`src/rtl/alu_inst_sequencer.sv`:
```
// alu_inst_sequencer: clocked program runner for the ALU/register-file datapath.
// Holds up to 2**ADDR_W instructions, drives each on inst_out for SETTLE cycles,
// samples the ALU result/overflow at the end of each slot and reports it.
//
// Handshake: start is a request that is accepted only in IDLE (busy=0); done and
// res_valid are single-cycle pulses with no back-pressure, their data is valid in
// the same cycle as the pulse and holds until the next pulse.
module alu_inst_sequencer #(
    parameter int INST_W = 29,
    parameter int DATA_W = 16,
    parameter int ADDR_W = 5,
    parameter int SETTLE = 4,
    parameter logic [INST_W-1:0] NOP_INST = '0
) (
    input  logic              clk,
    input  logic              rst,
    input  logic              prog_we,
    input  logic [ADDR_W-1:0] prog_addr,
    input  logic [INST_W-1:0] prog_data,
    input  logic [ADDR_W:0]   prog_len,
    input  logic              halt_on_ovf,
    input  logic              start,
    input  logic              abort,
    input  logic [DATA_W-1:0] alu_d_out,
    input  logic              alu_ovf,
    output logic [INST_W-1:0] inst_out,
    output logic              busy,
    output logic              done,
    output logic              halted,
    output logic              res_valid,
    output logic [DATA_W-1:0] res_data,
    output logic              res_ovf,
    output logic [ADDR_W-1:0] res_idx,
    output logic              ovf_sticky,
    output logic [1:0]        state_dbg
);

    localparam int DEPTH = 2 ** ADDR_W;
    localparam int CNT_W = $clog2(SETTLE) + 1;
    localparam logic [ADDR_W:0]  DEPTH_L  = (ADDR_W + 1)'(DEPTH);
    localparam logic [CNT_W-1:0] CNT_LAST = CNT_W'(SETTLE - 1);

    typedef enum logic [1:0] {
        S_IDLE = 2'd0,
        S_RUN  = 2'd1,
        S_FIN  = 2'd2
    } state_t;

    state_t state, state_nxt;

    logic [INST_W-1:0] mem [DEPTH];
    logic [ADDR_W:0]   len_q;
    logic              halt_q;
    logic [ADDR_W-1:0] pc;
    logic [CNT_W-1:0]  cnt;

    logic              prog_wr;
    logic              accept_start;
    logic [ADDR_W:0]   start_len;
    logic [INST_W-1:0] first_inst;
    logic              slot_end;
    logic              ovf_halt;
    logic              last_inst;

    // A write in the same IDLE cycle as a start must be visible to the first issue.
    assign prog_wr      = prog_we && !busy;
    assign accept_start = (state == S_IDLE) && start;
    assign start_len    = (prog_len > DEPTH_L) ? DEPTH_L : prog_len;
    assign first_inst   = (prog_wr && (prog_addr == '0)) ? prog_data : mem[0];
    assign slot_end     = (state == S_RUN) && !abort && (cnt == CNT_LAST);
    assign ovf_halt     = slot_end && alu_ovf && halt_q;
    assign last_inst    = ({1'b0, pc} == (len_q - 1'b1));
    assign state_dbg    = state;

    // Program memory: not reset, written only while no run is in progress.
    always_ff @(posedge clk) begin
        if (prog_wr) begin
            mem[prog_addr] <= prog_data;
        end
    end

    // State register.
    always_ff @(posedge clk or posedge rst) begin
        if (rst) begin
            state <= S_IDLE;
        end else begin
            state <= state_nxt;
        end
    end

    // Next-state decode; abort wins over a capture in the same cycle.
    always_comb begin
        state_nxt = state;
        case (state)
            S_IDLE: begin
                if (start) begin
                    state_nxt = (start_len == '0) ? S_FIN : S_RUN;
                end
            end
            S_RUN: begin
                if (abort) begin
                    state_nxt = S_IDLE;
                end else if (slot_end && (ovf_halt || last_inst)) begin
                    state_nxt = S_FIN;
                end
            end
            S_FIN:   state_nxt = S_IDLE;
            default: state_nxt = S_IDLE;
        endcase
    end

    // Datapath: issue, settle counting, result capture and run status.
    always_ff @(posedge clk or posedge rst) begin
        if (rst) begin
            inst_out   <= NOP_INST;
            busy       <= 1'b0;
            done       <= 1'b0;
            halted     <= 1'b0;
            res_valid  <= 1'b0;
            res_data   <= '0;
            res_ovf    <= 1'b0;
            res_idx    <= '0;
            ovf_sticky <= 1'b0;
            len_q      <= '0;
            halt_q     <= 1'b0;
            pc         <= '0;
            cnt        <= '0;
        end else begin
            done      <= 1'b0;
            res_valid <= 1'b0;
            case (state)
                S_IDLE: begin
                    if (accept_start) begin
                        len_q      <= start_len;
                        halt_q     <= halt_on_ovf;
                        halted     <= 1'b0;
                        ovf_sticky <= 1'b0;
                        pc         <= '0;
                        cnt        <= '0;
                        if (start_len != '0) begin
                            inst_out <= first_inst;
                            busy     <= 1'b1;
                        end
                    end
                end
                S_RUN: begin
                    if (abort) begin
                        busy     <= 1'b0;
                        inst_out <= NOP_INST;
                        pc       <= '0;
                        cnt      <= '0;
                    end else if (slot_end) begin
                        res_data   <= alu_d_out;
                        res_ovf    <= alu_ovf;
                        res_idx    <= pc;
                        res_valid  <= 1'b1;
                        ovf_sticky <= ovf_sticky | alu_ovf;
                        if (ovf_halt) begin
                            halted <= 1'b1;
                        end else if (!last_inst) begin
                            pc       <= pc + 1'b1;
                            inst_out <= mem[pc + 1'b1];
                            cnt      <= '0;
                        end
                    end else begin
                        cnt <= cnt + 1'b1;
                    end
                end
                S_FIN: begin
                    done     <= 1'b1;
                    busy     <= 1'b0;
                    inst_out <= NOP_INST;
                end
                default: begin
                    busy     <= 1'b0;
                    inst_out <= NOP_INST;
                end
            endcase
        end
    end

endmodule

```
`config.mk`:
```
export PLATFORM = sky130hd
export DESIGN_NAME = alu_inst_sequencer
export DESIGN_NICKNAME = d
export VERILOG_FILES = /design/src/rtl/alu_inst_sequencer.sv
export SDC_FILE = /design/constraint.sdc
export NUM_CORES = 1
export LEC_CHECK = 0
export BUFFER_PORTS_ARGS = -buffer_cell sky130_fd_sc_hd__buf_2
export CORE_MARGIN = 2
export CORE_UTILIZATION = 55
export CTS_BUF_LIST = sky130_fd_sc_hd__clkbuf_4 sky130_fd_sc_hd__clkbuf_8
export DETAILED_ROUTE_END_ITERATION = 12
export PLACE_DENSITY = 0.73
export SLEW_MARGIN = 20
export SYNTH_ARGS = -nofsm -noshare
export SYNTH_HDL_FRONTEND = slang
export SYNTH_SLANG_ARGS = --single-unit
```
`constraint.sdc`:
```
create_clock -name clk -period 2.9 [get_ports clk]
set_input_delay 0.58 -clock clk [delete_from_list [all_inputs] [get_ports clk]]
set_output_delay 0.58 -clock clk [all_outputs]
set_load 0.05 [all_outputs]
```
# --- Word level (Yosys, flattened, before mapping) ---
# Memories as Yosys holds them, arrays and structs flattened.
# Cells that the tools add are included.
totals:
  mem_bits_ro: 0
  latch_bits: 0
  regBits: 73
  ramBits: 928
  n_memories: 1
  elab_cells: 107
op_classes:
  div_mod_pow: 0
  eq_ne: 17
  add_sub_neg: 3
  order_cmp: 1
  mux: 44
  reduce_logical: 25
  mul: 0
  shift: 0
  n_bitwise: 2
memory_table:
  columns: ["name", "words", "word_bits", "rd", "rd_ports_with_merged_regs", "write_ports", "line_no", "source"]
  rows:
  - ["mem", 32, 29, 2, 0, 1, "51", "logic [INST_W-1:0] mem [DEPTH];"]
ops:
  columns: ["operator", "count"]
  rows:
  - ["$mux 29", 7]
  - ["$pmux 29 s2", 1]
  - ["$mux 5", 5]
  - ["$mux 1", 15]
  - ["$mux 3", 5]
  - ["$reduce_and 5->1", 3]
  - ["$ne 2x2->1 const B", 6]
  - ["$pmux 5 s2", 1]
  - ["$ne 3x3->1 const B", 3]
  - ["$logic_and 1x1->1", 8]
  - ["$mux 2", 4]
  - ["$ne 4x4->1 const B", 2]
  - ["$reduce_and 4->1", 2]
  - ["$eq 5x6->1", 1]
  - ["$gt 6x6->1 const B", 1]
  - ["$logic_not 6->1", 1]
  - ["$mux 6", 1]
  - ["$pmux 1 s2", 3]
  - ["$pmux 3 s2", 1]
  - ["$reduce_and 3->1", 2]
  - ["$reduce_bool 6->1", 1]
  - ["$sub 6x1->6 const B", 1]
  - ["$add 5x1->5 const B", 1]
  - ["$logic_not 5->1", 1]
  - ["other kinds (14)", 16]

# --- Logic depth before layout (Yosys ltp) ---
# Gate-level depths: netlist (run 1).
depth:
  ltp_word: 10
  mapped_depth: 10
  depth_no_buf: 8

# --- Least setup slack after synthesis (run 1) ---
# Ideal clock, no wire load.
synth_path:
  path_kind: "reg-to-reg"
  start: "register busy"
  end: "memory mem[12][0], enable pin"
  synth_period_minus_slack_ns: 2.953
  required_time_ns: 2.485
  t_arrival_ns: 2.538
  slack_ns: -0.053
  stages_incl_launch_ff: 4
  path_buffers: 1
  path_cell_list: "dfrtp_1 > or4b_1 > buf_2 > nor2_1"
synth_via:
  elab_chain_len: 4
synth_rtl:
  columns: ["element", "line_no", "source"]
  rows:
  - ["start: declaration", "27", "output logic busy,"]
  - ["start signal: assignment", "116", "busy <= 1'b0;"]
  - ["start signal: assignment", "142", "busy <= 1'b1;"]
  - ["start signal: assignment", "148", "busy <= 1'b0;"]
  - ["$logic_not 1->1", "66", "assign prog_wr = prog_we && !busy;"]
  - ["$logic_and 1x1->1", "66", null]
  - ["$mux 1", "77", "if (prog_wr) begin"]
  - ["$mux 1 (implied by the code)", "78", "mem[prog_addr] <= prog_data;"]
  - ["end: declaration", "51", null]
# No other way between the ends.

# --- Final worst setup path (run 1) ---
layout_path:
  start: "register pc[1]"
  end: "register inst_out[18]"
layout_via:
  elab_chain_len: 7
  elab_cells_between_ends: 10
  cone_classes: "add/sub (1); eq/ne (2); mux (5); reduce/logical (1); memory (1)"
layout_rtl:
  columns: ["element", "line_no", "source"]
  rows:
  - ["start: declaration", "54", "logic [ADDR_W-1:0] pc;"]
  - ["start signal: assignment", "161", "pc <= pc + 1'b1;"]
  - ["$add 5x1->5", "162", "inst_out <= mem[pc + 1'b1];"]
  - ["$mem_v2 32x29", null, null]
  - ["$mux 29", "160", "end else if (!last_inst) begin"]
  - ["$mux 29", "158", "if (ovf_halt) begin"]
  - ["$mux 29", "152", "end else if (slot_end) begin"]
  - ["$mux 29", "147", "if (abort) begin"]
  - ["$pmux 29 s2", "131", "case (state)"]
  - ["end signal: assignment", "141", "inst_out <= first_inst;"]
  - ["end signal: assignment", "162", null]
  - ["end: declaration", "26", "output logic [INST_W-1:0] inst_out,"]
# Parallel ways exist; a longest one is shown, timed or not. The select of a mux whose other input is x is not followed.
# A chain may end at the register's enable or synchronous reset.

==> impl_metrics.ini, run 1 <==
[outcome]
status = finished clean

[drt]
vias_per_cell = 6.27
final_antenna_net_count = 0
drt-initial-drc-count = 2360
drt-pass1-iter-count = 8
vias = 20800
wire_per_inst_um = 28.7
drc_errors = 0
drt_wl_total_mm = 95.5

[clock_network]
clock_latency_ps = 810
cts_made_buffers = 155
cts_sinks = 1001
clockRootBuffer = clkbuf_8
clk_pin_slew_ps = 70
cts_tree = yes
h-tree-depth = 4
cts_setup_buffers = 0
clk_path_buf_depth = 3

[timing]
skew_ps = 29.5
timing.fmax_mhz = 358
layout_min_cycle_time_ps = 2790
worst_pin_slew_ps = 786
final.setup.worst_slack_ps = 106
finalHoldViolCount = 0
final_max_slew_viol_count = 0
max-slew-margin-rel_pct = 47.6
setup_viol_count_final = 0
final.period_utilization_pct = 96.4
rsz0062_at_grt = no

[setup_path]
slowest_stage = mux4_2
reg2reg_from = pc[1]
end_kind = flip-flop
startpoint = pc[1]
crit_arrival_ps = 3460
crit_chain = ha_4, buf_12, buf_16, mux4_2, mux2i_1, o22ai_1, a211oi_1, o2bb2ai_1
crit_type = reg2reg
start_kind = flip-flop
critPathMaxFanout = 40
worst_r2r_path_depth = 8
rrSetupSlack_ps = 110
r2r-end = inst_out[18]
slowest_delay_ps = 540
crit_required_ps = 3570
critPathCapture = inst_out[18]

[power]
p_leak_nw = 14.9
p_per_area_mw_per_mm2 = 667
vdd_drop_max_uv = 684

[placement]
dp_slack_ps = 84.8
dpl_cell_area_mm2 = 0.0421
hpwl_mm = 54.0
gp_congestion = 0.824
io_buffers = 120

[logic_synthesis]
syn_nets = 2001
yosys.area.top_type = edfxtp_1
seq_area_frac_synth_pct = 76.1
synth_edf_count = 928
synth_area_leaders = edfxtp_1 (71%), mux4_2 (13%), dfrtp_1 (4.7%)
synth-seq-cells = 1001
ys_types = 49
netlist.area_leader.share_pct = 71.5
synthCells = 1935
syn_area_mm2 = 0.0390
async_reset_ff_share_pct = 7.29
synth_commonest_cells = edfxtp_1 (928), mux4_2 (232), nand2_1 (193)
yosysWarnings = 0
avgSynthCellArea_um2 = 20.2
ys.flop_type = edfxtp_1
synth.most_common_cell = edfxtp_1

[flow_run]
cap_violations = 0

[die]
die_x_um = 270
start_util_pct = 55.6
die-area_mm2 = 0.0731
row_count = 97
die_y_um = 270
coreArea_mm2 = 0.0701
io_pins = 121

[global_route]
antenna_found_initial = 6
grt_max_degree = 59
grt_pass1_wl_mm = 140
grt_pass1_vias = 21400
grt.overflow.total = 0
grtUsageTotal_pct = 26.8

[finish]
drive_gt1_share_pct = 33.2
area_delta_synth_final_pct = 17.1
nets = 2315
post-route-cell-area_mm2 = 0.0457

[worst_hold_path]
hold_class = in2reg
==> layout make-up <==
type | count | area (um^2)
clock buffer | 220 | 2750
inverter | 7 | 27.5
multi-input combinational | 817 | 9080
tap | 940 | 1180
clock inverter | 71 | 517
fill | 4593 | 24500
timing repair buffer | 267 | 2400
antenna | 1 | 2.50
sequential | 1001 | 29700
==> power breakdown <==
part,switching [W],internal (W)
registers,0.000212,0.0160
logic,0.00145,0.000538
clock network,0.00550,0.00669
==> layout by cell type, fill, tap and decap left out, types with 10 or more instances in the layout <==
cell           instances
a211oi_1              57
dlygate4sd3_1         24
o22ai_1               29
o21ai_0               11
o2bb2ai_2             10
o2bb2ai_1             19
buf_2                120
clkinv_1              35
mux4_2               232
dfrtp_1               71
clkinv_2              19
buf_12                45
nor2_1                12
edfxtp_1             928
a31oi_1               31
mux2i_1               58
buf_4                 72
clkbuf_8             175
and2_1                32
clkbuf_4              45
a21oi_1               33
nor2_4                32
nand2_1              193
==> stage by stage <==
stage	hold WS, ps	cells	setup TNS (ps)	utilization (%)	power [W]
2_1_floorplan	468	1935	-10830	-	0.0176
3_3_place_gp	451	3007	0	60.0	0.0184
3_5_place_dp	466	3007	0	60.0	0.0185
4_1_cts	3.87	3322	0	65.0	0.0306
5_1_grt	22.3	3324	0	65.1	0.0314
6_report	78.1	3324	0	65.1	0.0304
==> timing repair <==
| action | 4_1_cts | 5_1_grt |
|---|---|---|
| endpoints found under the hold margin | 53 | 0 |
| hold buffers | 24 | 0 |
| gates resized for setup | 0 | 8 |
| endpoints found under the setup margin | 0 | 10 |
==> cell families after synthesis <==
group,Yosys count,share of synthesized area (%)
AOI/OAI and AO/OA,209,3.85
xor gates and xnor gates,8,0.215
adders and majority gates,3,0.0963
buffers and inverters,117,1.35
DFF,1001,76.1
muxes,293,15.0
and+or+nand+nor,304,3.37
==> registers in the layout, indices dropped and copies added, names as in the netlist <==
| signal | count |
|---|---|
| cnt | 3 |
| res_valid | 1 |
| res_idx | 5 |
| inst_out | 29 |
| done | 1 |
| state_dbg | 2 |
| res_data | 16 |
| mem | 928 |
| len_q | 6 |
| ovf_sticky | 1 |
| pc | 5 |
| busy | 1 |
| halted | 1 |
| res_ovf | 1 |
| halt_q | 1 |
==> critical path, delay by kind of cell (launching register included) <==
| family | cells | cell delay, ps |
|---|---|---|
| AO/OA/AOI/OAI | 3 | 610 |
| adder cells (fa/ha/maj) | 1 | 420 |
| flip-flops | 1 | 460 |
| multiplexers | 2 | 740 |
| buffers and inverters | 2 | 410 |
==> per-layer routing <==
layer / routed length, um / share of wire, % / up-vias / track usage [%]
met5: 49 / 0.051 / - / 0
met4: 2850 / 3.0 / 6 / 9.15
met3: 10200 / 11 / 206 / 7.61
met2: 45500 / 48 / 1237 / 41.8
met1: 36900 / 39 / 10800 / 36.7
li1: - / - / 8609 / -
==> worst min-delay path by stage <==
stage / from / endpoint / slack, ps / depth (start not counted)
floorplan: cnt[2] / cnt[2] / 470 / 1
global placement: res_data[11] / res_data[11] / 450 / 2
detailed placement: res_data[1] / res_data[1] / 470 / 2
CTS: prog_len[0] / len_q[0] / 4 / 3
global route: prog_len[0] / len_q[0] / 20 / 3
finish: prog_len[0] / len_q[0] / 80 / 3
No activity file was read; power rests on OpenSTA's default activity.
==> run 2: changes to the inputs <==
- RECOVER_POWER: unset -> 100
- SKIP_CTS_REPAIR_TIMING: unset -> 1
==> run 2 against run 1 <==
Effect of this change: the run now ends with max-capacitance violations, max-slew violations left; sequential power barely moved; global-route usage fell by 0.18 points; critical path depth fell by 3; clock-buffer cell count did not move; wire length barely moved; first-iteration DRC count fell by 1.1%; hold slack got worse by 35 ps; power fell by 0.25%; highest routed layer unchanged.
==> impl_metrics.ini, run 2 (same netlist as run 1, synthesis figures left out) <==
[outcome]
status = complete, but fails checks
violations = max-capacitance violations, max-slew violations

[power]
clkPwrFrac_pct = 40.1
vdd_drop_max_uv = 682
p_leak_nw = 14.4
p_sw_share_pct = 23.6
p_switching_w = 0.00715
pwr-share-seq_pct = 53.6
intPower_w = 0.0232
p_per_area_mw_per_mm2 = 674
power_frac_comb_pct = 6.3

[timing]
final.setup.worst_slack_ps = 49.6
rsz0062_at_grt = yes
skew_ps = 37.7
fin_tns_setup_ps = 0
max-slew-margin-rel_pct = -29.9
whs_ps = 43.0
setup_viol_count_final = 0
worst_pin_slew_ps = 1940
final_max_slew_viol_count = 30
final.period_utilization_pct = 98.3
finalHoldViolCount = 0
layout_min_cycle_time_ps = 2850
timing.fmax_mhz = 351

[setup_path]
reg2reg_from = busy
crit_arrival_ps = 3330
crit_required_ps = 3380
worst_r2r_path_depth = 5
rrSetupSlack_ps = 50
end_kind = flip-flop
critPathMaxFanout = 10
crit_type = reg2reg
start_kind = flip-flop
r2r-end = mem[5][15]

[die]
coreArea_mm2 = 0.0701
row_count = 97
start_util_pct = 55.6
die_x_um = 270
die-area_mm2 = 0.0731
die_y_um = 270
io_pins = 121

[global_route]
antenna_found_initial = 4
grt_pass1_vias = 21200
grt_max_degree = 59
grtUsageTotal_pct = 26.6
grt_pass1_wl_mm = 139
grt.overflow.total = 0

[placement]
gp_congestion = 0.824
dpl_cell_area_mm2 = 0.0421
io_buffers = 120
dp_slack_ps = 84.8
hpwl_mm = 54.0

[drt]
drt-initial-drc-count = 2333
drt_wl_total_mm = 95.5
wire_per_inst_um = 28.8
final_antenna_net_count = 0
drc_errors = 0
vias_per_cell = 6.25
drt-pass1-iter-count = 7
vias = 20700

[clock_network]
clockRootBuffer = clkbuf_8
cts_sinks = 1001
cts_tree = yes
clock_latency_ps = 810
cts_made_buffers = 155
clk_path_buf_depth = 3
clk_pin_slew_ps = 60
h-tree-depth = 4

[worst_hold_path]
hold_end = res_ovf
hold_class = in2reg
worstHoldStart = alu_ovf
hold_depth = 3

[finish]
largest_register_ff_count = 928
largest-register = mem
drive_gt1_share_pct = 28.4
layout.cells.most_common_list = edfxtp_1 (928), mux4_2 (232), nand2_1 (193)
nets = 2310
post-route-cell-area_mm2 = 0.0450
fin_util_pct = 64.2
area_delta_synth_final_pct = 15.5
layout_commonest_cell = edfxtp_1
top_regs = mem x928, inst_out x29, res_data x16

[flow_run]
cap_violations = 1
-- run 2: power groups by stage --
stage	registers [W]	logic (W)	clock network, W
after floorplan	0.0170	0.000607	0
after global placement	0.0165	0.00190	0
after detailed placement	0.0165	0.00195	0
after CTS	0.0162	0.00195	0.0124
after global routing	0.0163	0.00201	0.0130
final	0.0163	0.00191	0.0122
-- run 2: worst max path at each step --
stage	from	end	slack (ps)	depth (start not counted)
2_1_floorplan	busy	mem[12][0]	-50	3
3_3_place_gp	pc[0]	inst_out[15]	160	8
3_5_place_dp	pc[1]	inst_out[18]	80	8
4_1_cts	pc[1]	inst_out[18]	70	8
5_1_grt	pc[1]	inst_out[9]	0.3	9
6_report	busy	mem[5][15]	50	5
-- run 2: layout make-up --
type | count | area (um^2)
clock inverters | 71 | 517
inverters | 7 | 27.5
multi-input cells | 817 | 8980
fillers | 4735 | 25100
flip-flops and latches | 1001 | 29700
clock buffers | 220 | 2750
repair buffers | 262 | 1880
well taps | 940 | 1180
diodes | 1 | 2.50
-- run 2: through the flow --
| stage | power [W] | std cells |
|---|---|---|
| final | 0.0304 | 3319 |
| after global routing | 0.0313 | 3319 |
| after CTS | 0.0306 | 3298 |
| after detailed placement | 0.0185 | 3007 |
| after global placement | 0.0184 | 3007 |
| after floorplan | 0.0176 | 1935 |
-- run 2: critical path, stage by stage, from the launching register on --
cell,delay [ps]
dfrtp_1,420
nor2b_1,210
nand3b_1,100
clkbuf_1,400
nor2_1,1110
buf_12,260
-- run 2: routing by layer --
metal,track usage (%),wire length (um),vias to the layer above
met2,41.2,45300,1187
met5,0,46,-
li1,-,-,8592
met4,9.15,2830,6
met1,36.7,37400,10700
met3,7.67,9860,202
